==> src/rtl/fact_result_serializer.sv <==
// Result-word serializer: a DEPTH-entry FIFO feeding a framed LSB-first serial line (start, data, stop).
// Define FACT_SER_PARITY_EN to insert an even-parity bit between the data and the stop bit.
module fact_result_serializer #(
    parameter int WIDTH   = 32,
    parameter int DEPTH   = 4,
    parameter int BIT_DIV = 1
) (
    input  logic                     clk,
    input  logic                     reset,
    input  logic [WIDTH-1:0]         in_data,
    input  logic                     in_valid,
    output logic                     in_ready,
    output logic                     ser_out,
    output logic                     ser_busy,
    output logic                     frame_done,
    output logic [$clog2(DEPTH):0]   fifo_level
);

    localparam int PW = $clog2(DEPTH);
    localparam int LW = PW + 1;
    localparam int TW = (BIT_DIV > 1) ? $clog2(BIT_DIV) : 1;
    localparam int IW = (WIDTH > 1) ? $clog2(WIDTH) : 1;
    localparam logic [TW-1:0] T_LAST = TW'(BIT_DIV - 1);
    localparam logic [IW-1:0] I_LAST = IW'(WIDTH - 1);
    localparam logic [LW-1:0] L_FULL = LW'(DEPTH);

    typedef enum logic [2:0] {
        S_IDLE   = 3'd0,
        S_START  = 3'd1,
        S_DATA   = 3'd2,
`ifdef FACT_SER_PARITY_EN
        S_PARITY = 3'd4,
`endif
        S_STOP   = 3'd3
    } state_t;

`ifdef FACT_SER_PARITY_EN
    function automatic logic even_parity(input logic [WIDTH-1:0] d);
        return ^d;
    endfunction
`endif

    state_t             state_r;
    logic [TW-1:0]      timer_r;
    logic [IW-1:0]      bit_idx_r;
    logic [WIDTH-1:0]   sr_r;
`ifdef FACT_SER_PARITY_EN
    logic               par_r;
`endif
    logic               ser_out_r;
    logic               ser_busy_r;
    logic               frame_done_r;

    logic [WIDTH-1:0]   mem_r [DEPTH];
    logic [PW-1:0]      wr_ptr_r;
    logic [PW-1:0]      rd_ptr_r;
    logic [LW-1:0]      level_r;
    logic               ready_r;

    logic               wr_s;
    logic               pop_s;
    logic               bit_end_s;
    logic [LW-1:0]      level_next_s;
    logic [WIDTH-1:0]   head_s;

    assign wr_s      = in_valid && ready_r;
    assign bit_end_s = (timer_r == T_LAST);
    assign head_s    = mem_r[rd_ptr_r];

    assign in_ready   = ready_r;
    assign ser_out    = ser_out_r;
    assign ser_busy   = ser_busy_r;
    assign frame_done = frame_done_r;
    assign fifo_level = level_r;

    // Pop the FIFO head when idle, or at the very end of a stop bit for back-to-back frames.
    always_comb begin
        pop_s = 1'b0;
        if (level_r != {LW{1'b0}}) begin
            case (state_r)
                S_IDLE:  pop_s = 1'b1;
                S_STOP:  pop_s = bit_end_s;
                default: pop_s = 1'b0;
            endcase
        end else begin
            pop_s = 1'b0;
        end
    end

    // Next FIFO occupancy; a simultaneous write and pop leaves it unchanged.
    always_comb begin
        level_next_s = level_r;
        case ({wr_s, pop_s})
            2'b10:   level_next_s = level_r + LW'(1);
            2'b01:   level_next_s = level_r - LW'(1);
            default: level_next_s = level_r;
        endcase
    end

    // FIFO storage, pointers, occupancy and registered ready (no look-ahead on a same-cycle pop).
    always_ff @(posedge clk or posedge reset) begin
        if (reset) begin
            wr_ptr_r <= {PW{1'b0}};
            rd_ptr_r <= {PW{1'b0}};
            level_r  <= {LW{1'b0}};
            ready_r  <= 1'b0;
            for (int i = 0; i < DEPTH; i++) begin
                mem_r[i] <= {WIDTH{1'b0}};
            end
        end else begin
            if (wr_s) begin
                mem_r[wr_ptr_r] <= in_data;
                wr_ptr_r        <= wr_ptr_r + PW'(1);
            end
            if (pop_s) begin
                rd_ptr_r <= rd_ptr_r + PW'(1);
            end
            level_r <= level_next_s;
            ready_r <= (level_next_s != L_FULL);
        end
    end

    // Framing FSM; line outputs are registered from the current state so they trail it by one cycle.
    always_ff @(posedge clk or posedge reset) begin
        if (reset) begin
            state_r      <= S_IDLE;
            timer_r      <= {TW{1'b0}};
            bit_idx_r    <= {IW{1'b0}};
            sr_r         <= {WIDTH{1'b0}};
`ifdef FACT_SER_PARITY_EN
            par_r        <= 1'b0;
`endif
            ser_out_r    <= 1'b1;
            ser_busy_r   <= 1'b0;
            frame_done_r <= 1'b0;
        end else begin
            ser_busy_r   <= (state_r != S_IDLE);
            frame_done_r <= (state_r == S_STOP) && bit_end_s;
            case (state_r)
                S_IDLE: begin
                    ser_out_r <= 1'b1;
                    timer_r   <= {TW{1'b0}};
                    if (pop_s) begin
                        sr_r    <= head_s;
`ifdef FACT_SER_PARITY_EN
                        par_r   <= even_parity(head_s);
`endif
                        state_r <= S_START;
                    end
                end
                S_START: begin
                    ser_out_r <= 1'b0;
                    if (bit_end_s) begin
                        timer_r   <= {TW{1'b0}};
                        bit_idx_r <= {IW{1'b0}};
                        state_r   <= S_DATA;
                    end else begin
                        timer_r <= timer_r + TW'(1);
                    end
                end
                S_DATA: begin
                    ser_out_r <= sr_r[0];
                    if (bit_end_s) begin
                        timer_r <= {TW{1'b0}};
                        sr_r    <= sr_r >> 1;
                        if (bit_idx_r == I_LAST) begin
`ifdef FACT_SER_PARITY_EN
                            state_r <= S_PARITY;
`else
                            state_r <= S_STOP;
`endif
                        end else begin
                            bit_idx_r <= bit_idx_r + IW'(1);
                        end
                    end else begin
                        timer_r <= timer_r + TW'(1);
                    end
                end
`ifdef FACT_SER_PARITY_EN
                S_PARITY: begin
                    ser_out_r <= par_r;
                    if (bit_end_s) begin
                        timer_r <= {TW{1'b0}};
                        state_r <= S_STOP;
                    end else begin
                        timer_r <= timer_r + TW'(1);
                    end
                end
`endif
                S_STOP: begin
                    ser_out_r <= 1'b1;
                    if (bit_end_s) begin
                        timer_r <= {TW{1'b0}};
                        if (pop_s) begin
                            sr_r    <= head_s;
`ifdef FACT_SER_PARITY_EN
                            par_r   <= even_parity(head_s);
`endif
                            state_r <= S_START;
                        end else begin
                            state_r <= S_IDLE;
                        end
                    end else begin
                        timer_r <= timer_r + TW'(1);
                    end
                end
                default: begin
                    ser_out_r <= 1'b1;
                    timer_r   <= {TW{1'b0}};
                    state_r   <= S_IDLE;
                end
            endcase
        end
    end

endmodule

==> config.mk <==
export PLATFORM = sky130hd
export DESIGN_NAME = fact_result_serializer
export DESIGN_NICKNAME = d
export VERILOG_FILES = /design/src/rtl/fact_result_serializer.sv
export SDC_FILE = /design/constraint.sdc
export NUM_CORES = 1
export LEC_CHECK = 0
export ABC_AREA = 1
export BUFFER_PORTS_ARGS = -buffer_cell sky130_fd_sc_hd__buf_2
export CORE_ASPECT_RATIO = 1.5
export CORE_UTILIZATION = 30
export CTS_CLUSTER_SIZE = 10
export DETAILED_ROUTE_END_ITERATION = 10
export GPL_TIMING_DRIVEN = 0
export SLEW_MARGIN = 20
export SYNTH_ARGS = -nofsm -noshare
export SYNTH_HDL_FRONTEND = slang
export SYNTH_SLANG_ARGS = --single-unit
==> constraint.sdc <==
create_clock -name clk -period 9 [get_ports clk]
set_input_delay 1.8 -clock clk [delete_from_list [all_inputs] [get_ports clk]]
set_output_delay 1.8 -clock clk [all_outputs]
set_load 0.01 [all_outputs]
==> impl_metrics.yaml <==
synthesis:
  post-synth-top-count-cell: "nand2_1"
  synth_ff_type: "dfrtp_1"
  yosys.area.top_type: "dfrtp_1"
  synth_area_leaders: "dfrtp_1 54%, nand2_1 20%, o21ai_1 8.1%"
  synth_area_um2: 8170
  synth_top_area_share_pct: 54.2
  synthTopCellsByCount: "436 x nand2_1, 177 x dfrtp_1, 132 x o21ai_1"
  syn-instance-count: 1000
  yosys_warnings: 0
  syn_avg_cell_area_um2: 8.17
  synth_edf_count: 0
  syn_nets: 1047
  ys_ff_latch: 178
  ys_seq_area_share_pct: 54.5
  synth_cell_type_count: 23
  async_reset_ff_share_pct: 100
hold_path:
  hold_path.class: "reg -> reg"
power:
  swShare_pct: 42.0
  switchingPower_uw: 1610
  p_seq_share_pct: 35.5
  intPower_uw: 2230
  vdd_drop_max_v: 0.000194
  leakage_uw: 0.00479
  clockPowerShare_pct: 20.1
  pwr-share-comb_pct: 44.3
  power.density_nw_per_um2: 406
floorplanning:
  die_h_um: 204
  core_area_um2: 26700
  num_rows: 73
  die_area_um2: 27900
  ios: 42
  initial_core_util_pct: 30.6
  die_w_um: 137
sta:
  final.setup.worst_slack_ns: 6.12
  drv_slew: 0
  hold_violations: 0
  relSlewSlack_pct: 62.4
  post-route-period-util_pct: 32.0
  hold_ws_ns: 0.480
  fin_setup_tns_ns: 0
  fmax_ghz: 0.348
  rsz0062_at_grt: "no"
  min_period_ns: 2.88
  setup_viol: 0
  clock_skew_ns: 0.0101
  tightest_slew_ns: 0.564
cells_and_area:
  multi_input_area_um2: 3130
  nNetsFinal: 1109
  drive_gt1_share_pct: 14.0
  num_antenna_cells: 0
  regArea_um2: 4460
  nFillCells: 2842
  syn2layout_area_growth_pct: 15.8
route:
  drc: 0
  vias_per_cell: 4.72
  postRouteAntennaNets: 0
  drt-wirelength-per-cell_um: 15.5
  drt_iter0_markers: 432
  dr_total_vias: 6664
  wl_mm: 21.9
  dr.pass1.iters: 5
setup_path:
  endpoint_kind: "output pin"
  cp.arrival_ns: 1.08
  critical_path_buf_inv_count: 1
  crit_chain: "buf_2"
  path_delay_family: "flip-flops"
  critPathKind: "reg -> out"
  required_ns: 7.20
  slowest_stage: "dfstp_2"
  critPathLaunchType: "flip-flop"
  worstPathMaxFanout: 1
  slowest_delay_ns: 0.52
clock_tree:
  cts.sinks: 178
  h-tree-depth: 4
  ctsResizeCount: 0
  post-cts-setup-buffers: 0
  hold_buffers: 0
  cts_tree: "yes"
  clock_latency_ns: 0.45
  root_buffer: "clkbuf_16"
  cts_made_buffers: 17
  clkTransAtPathRegs_ns: 0.07
  clockBufferDepth: 2
place:
  place_congestion: 0.779
  io_buffers: 41
  preCtsSetupSlack_ns: 5.71
  dpl.hpwl_mm: 15.1
grt:
  antenna_found_initial: 0
  overflow: 0
  grtUsageTotal_pct: 17.3
  grt_pass1_vias: 6917
  grt_pass1_wl_mm: 36.3
  grt_max_degree: 66
status:
  outcome: "complete, no violations"
flow_run:
  maxCapViolations: 0
cell usage in the layout, fill, tap and decap left out, drive strengths merged, types with 5 or more instances in the layout:
master and n:
nand2 443, dfrtp 177, o21ai 134, buf 99, nand3 97, inv 60, clkbuf 20, nor2 14
ha 11, a21oi 5
power by group through the flow:
stage | clock network [µW] | logic [µW] | registers (µW)
2_1_floorplan | 0 | 1260 | 1340
3_3_place_gp | 0 | 1680 | 1370
3_5_place_dp | 0 | 1720 | 1380
4_1_cts | 788 | 1720 | 1360
5_1_grt | 822 | 1960 | 1410
6_report | 774 | 1700 | 1370
registers in the layout (all words and copies together), names as in the netlist:
register,cells
ser_out,1
ser_busy,1
mem_r,128
in_ready,1
fifo_level,3
frame_done,1
bit_idx_r,5
rd_ptr_r,2
sr_r,32
wr_ptr_r,2
state_r,2
kinds of logic after synthesis:
logic type / Yosys count / synth area share (%)
DFF: 178 / 54.5
AOI/OAI and AO/OA: 139 / 8.65
adders and majority gates: 12 / 1.93
xor gates and xnor gates: 4 / 0.429
and+or+nand+nor: 554 / 27.3
buffers and inverters: 113 / 7.18
worst paths after layout:
path                                  from  cells past startpoint  slack, ns         end
worst max-delay path               ser_out                      1       6.12     ser_out
worst min-delay path              sr_r[22]                      2       0.48    sr_r[22]
worst max register to register  state_r[0]                     13       6.74    in_ready
worst min register to register    sr_r[22]                      2       0.48    sr_r[22]
max in group asynchronous            reset                      4       6.59     ser_out
min in group asynchronous            reset                      2       1.36  mem_r[122]
final cells by class:
cell class / count / share of cell area (%)
Sequential cell: 178 / 47.1
Multi-Input combinational cell: 709 / 33.1
Clock buffer: 18 / 4.53
Tap cell: 337 / 4.45
Buffer: 58 / 4.02
Timing Repair Buffer: 43 / 2.75
Inverter: 55 / 2.26
Clock inverter: 13 / 1.85
layer usage:
metal | routed length (µm) | part of all wire [%] | track usage (%)
met4 | 738 | 3.4 | 8.02
met2 | 11300 | 52 | 30.6
met3 | 728 | 3.3 | 3.10
met1 | 9130 | 42 | 19.9
met5 | 0 | 0 | 0
per-stage QoR:
step	total power, µW	util [%]	instances	area, µm²
3_3_place_gp	3050	33.0	1378	8800
2_1_floorplan	2600	-	1000	8170
6_report	3850	35.5	1411	9470
5_1_grt	4190	35.5	1411	9470
4_1_cts	3880	35.5	1411	9470
3_5_place_dp	3100	33.2	1380	8860
Power figures use the tool's default switching activity.
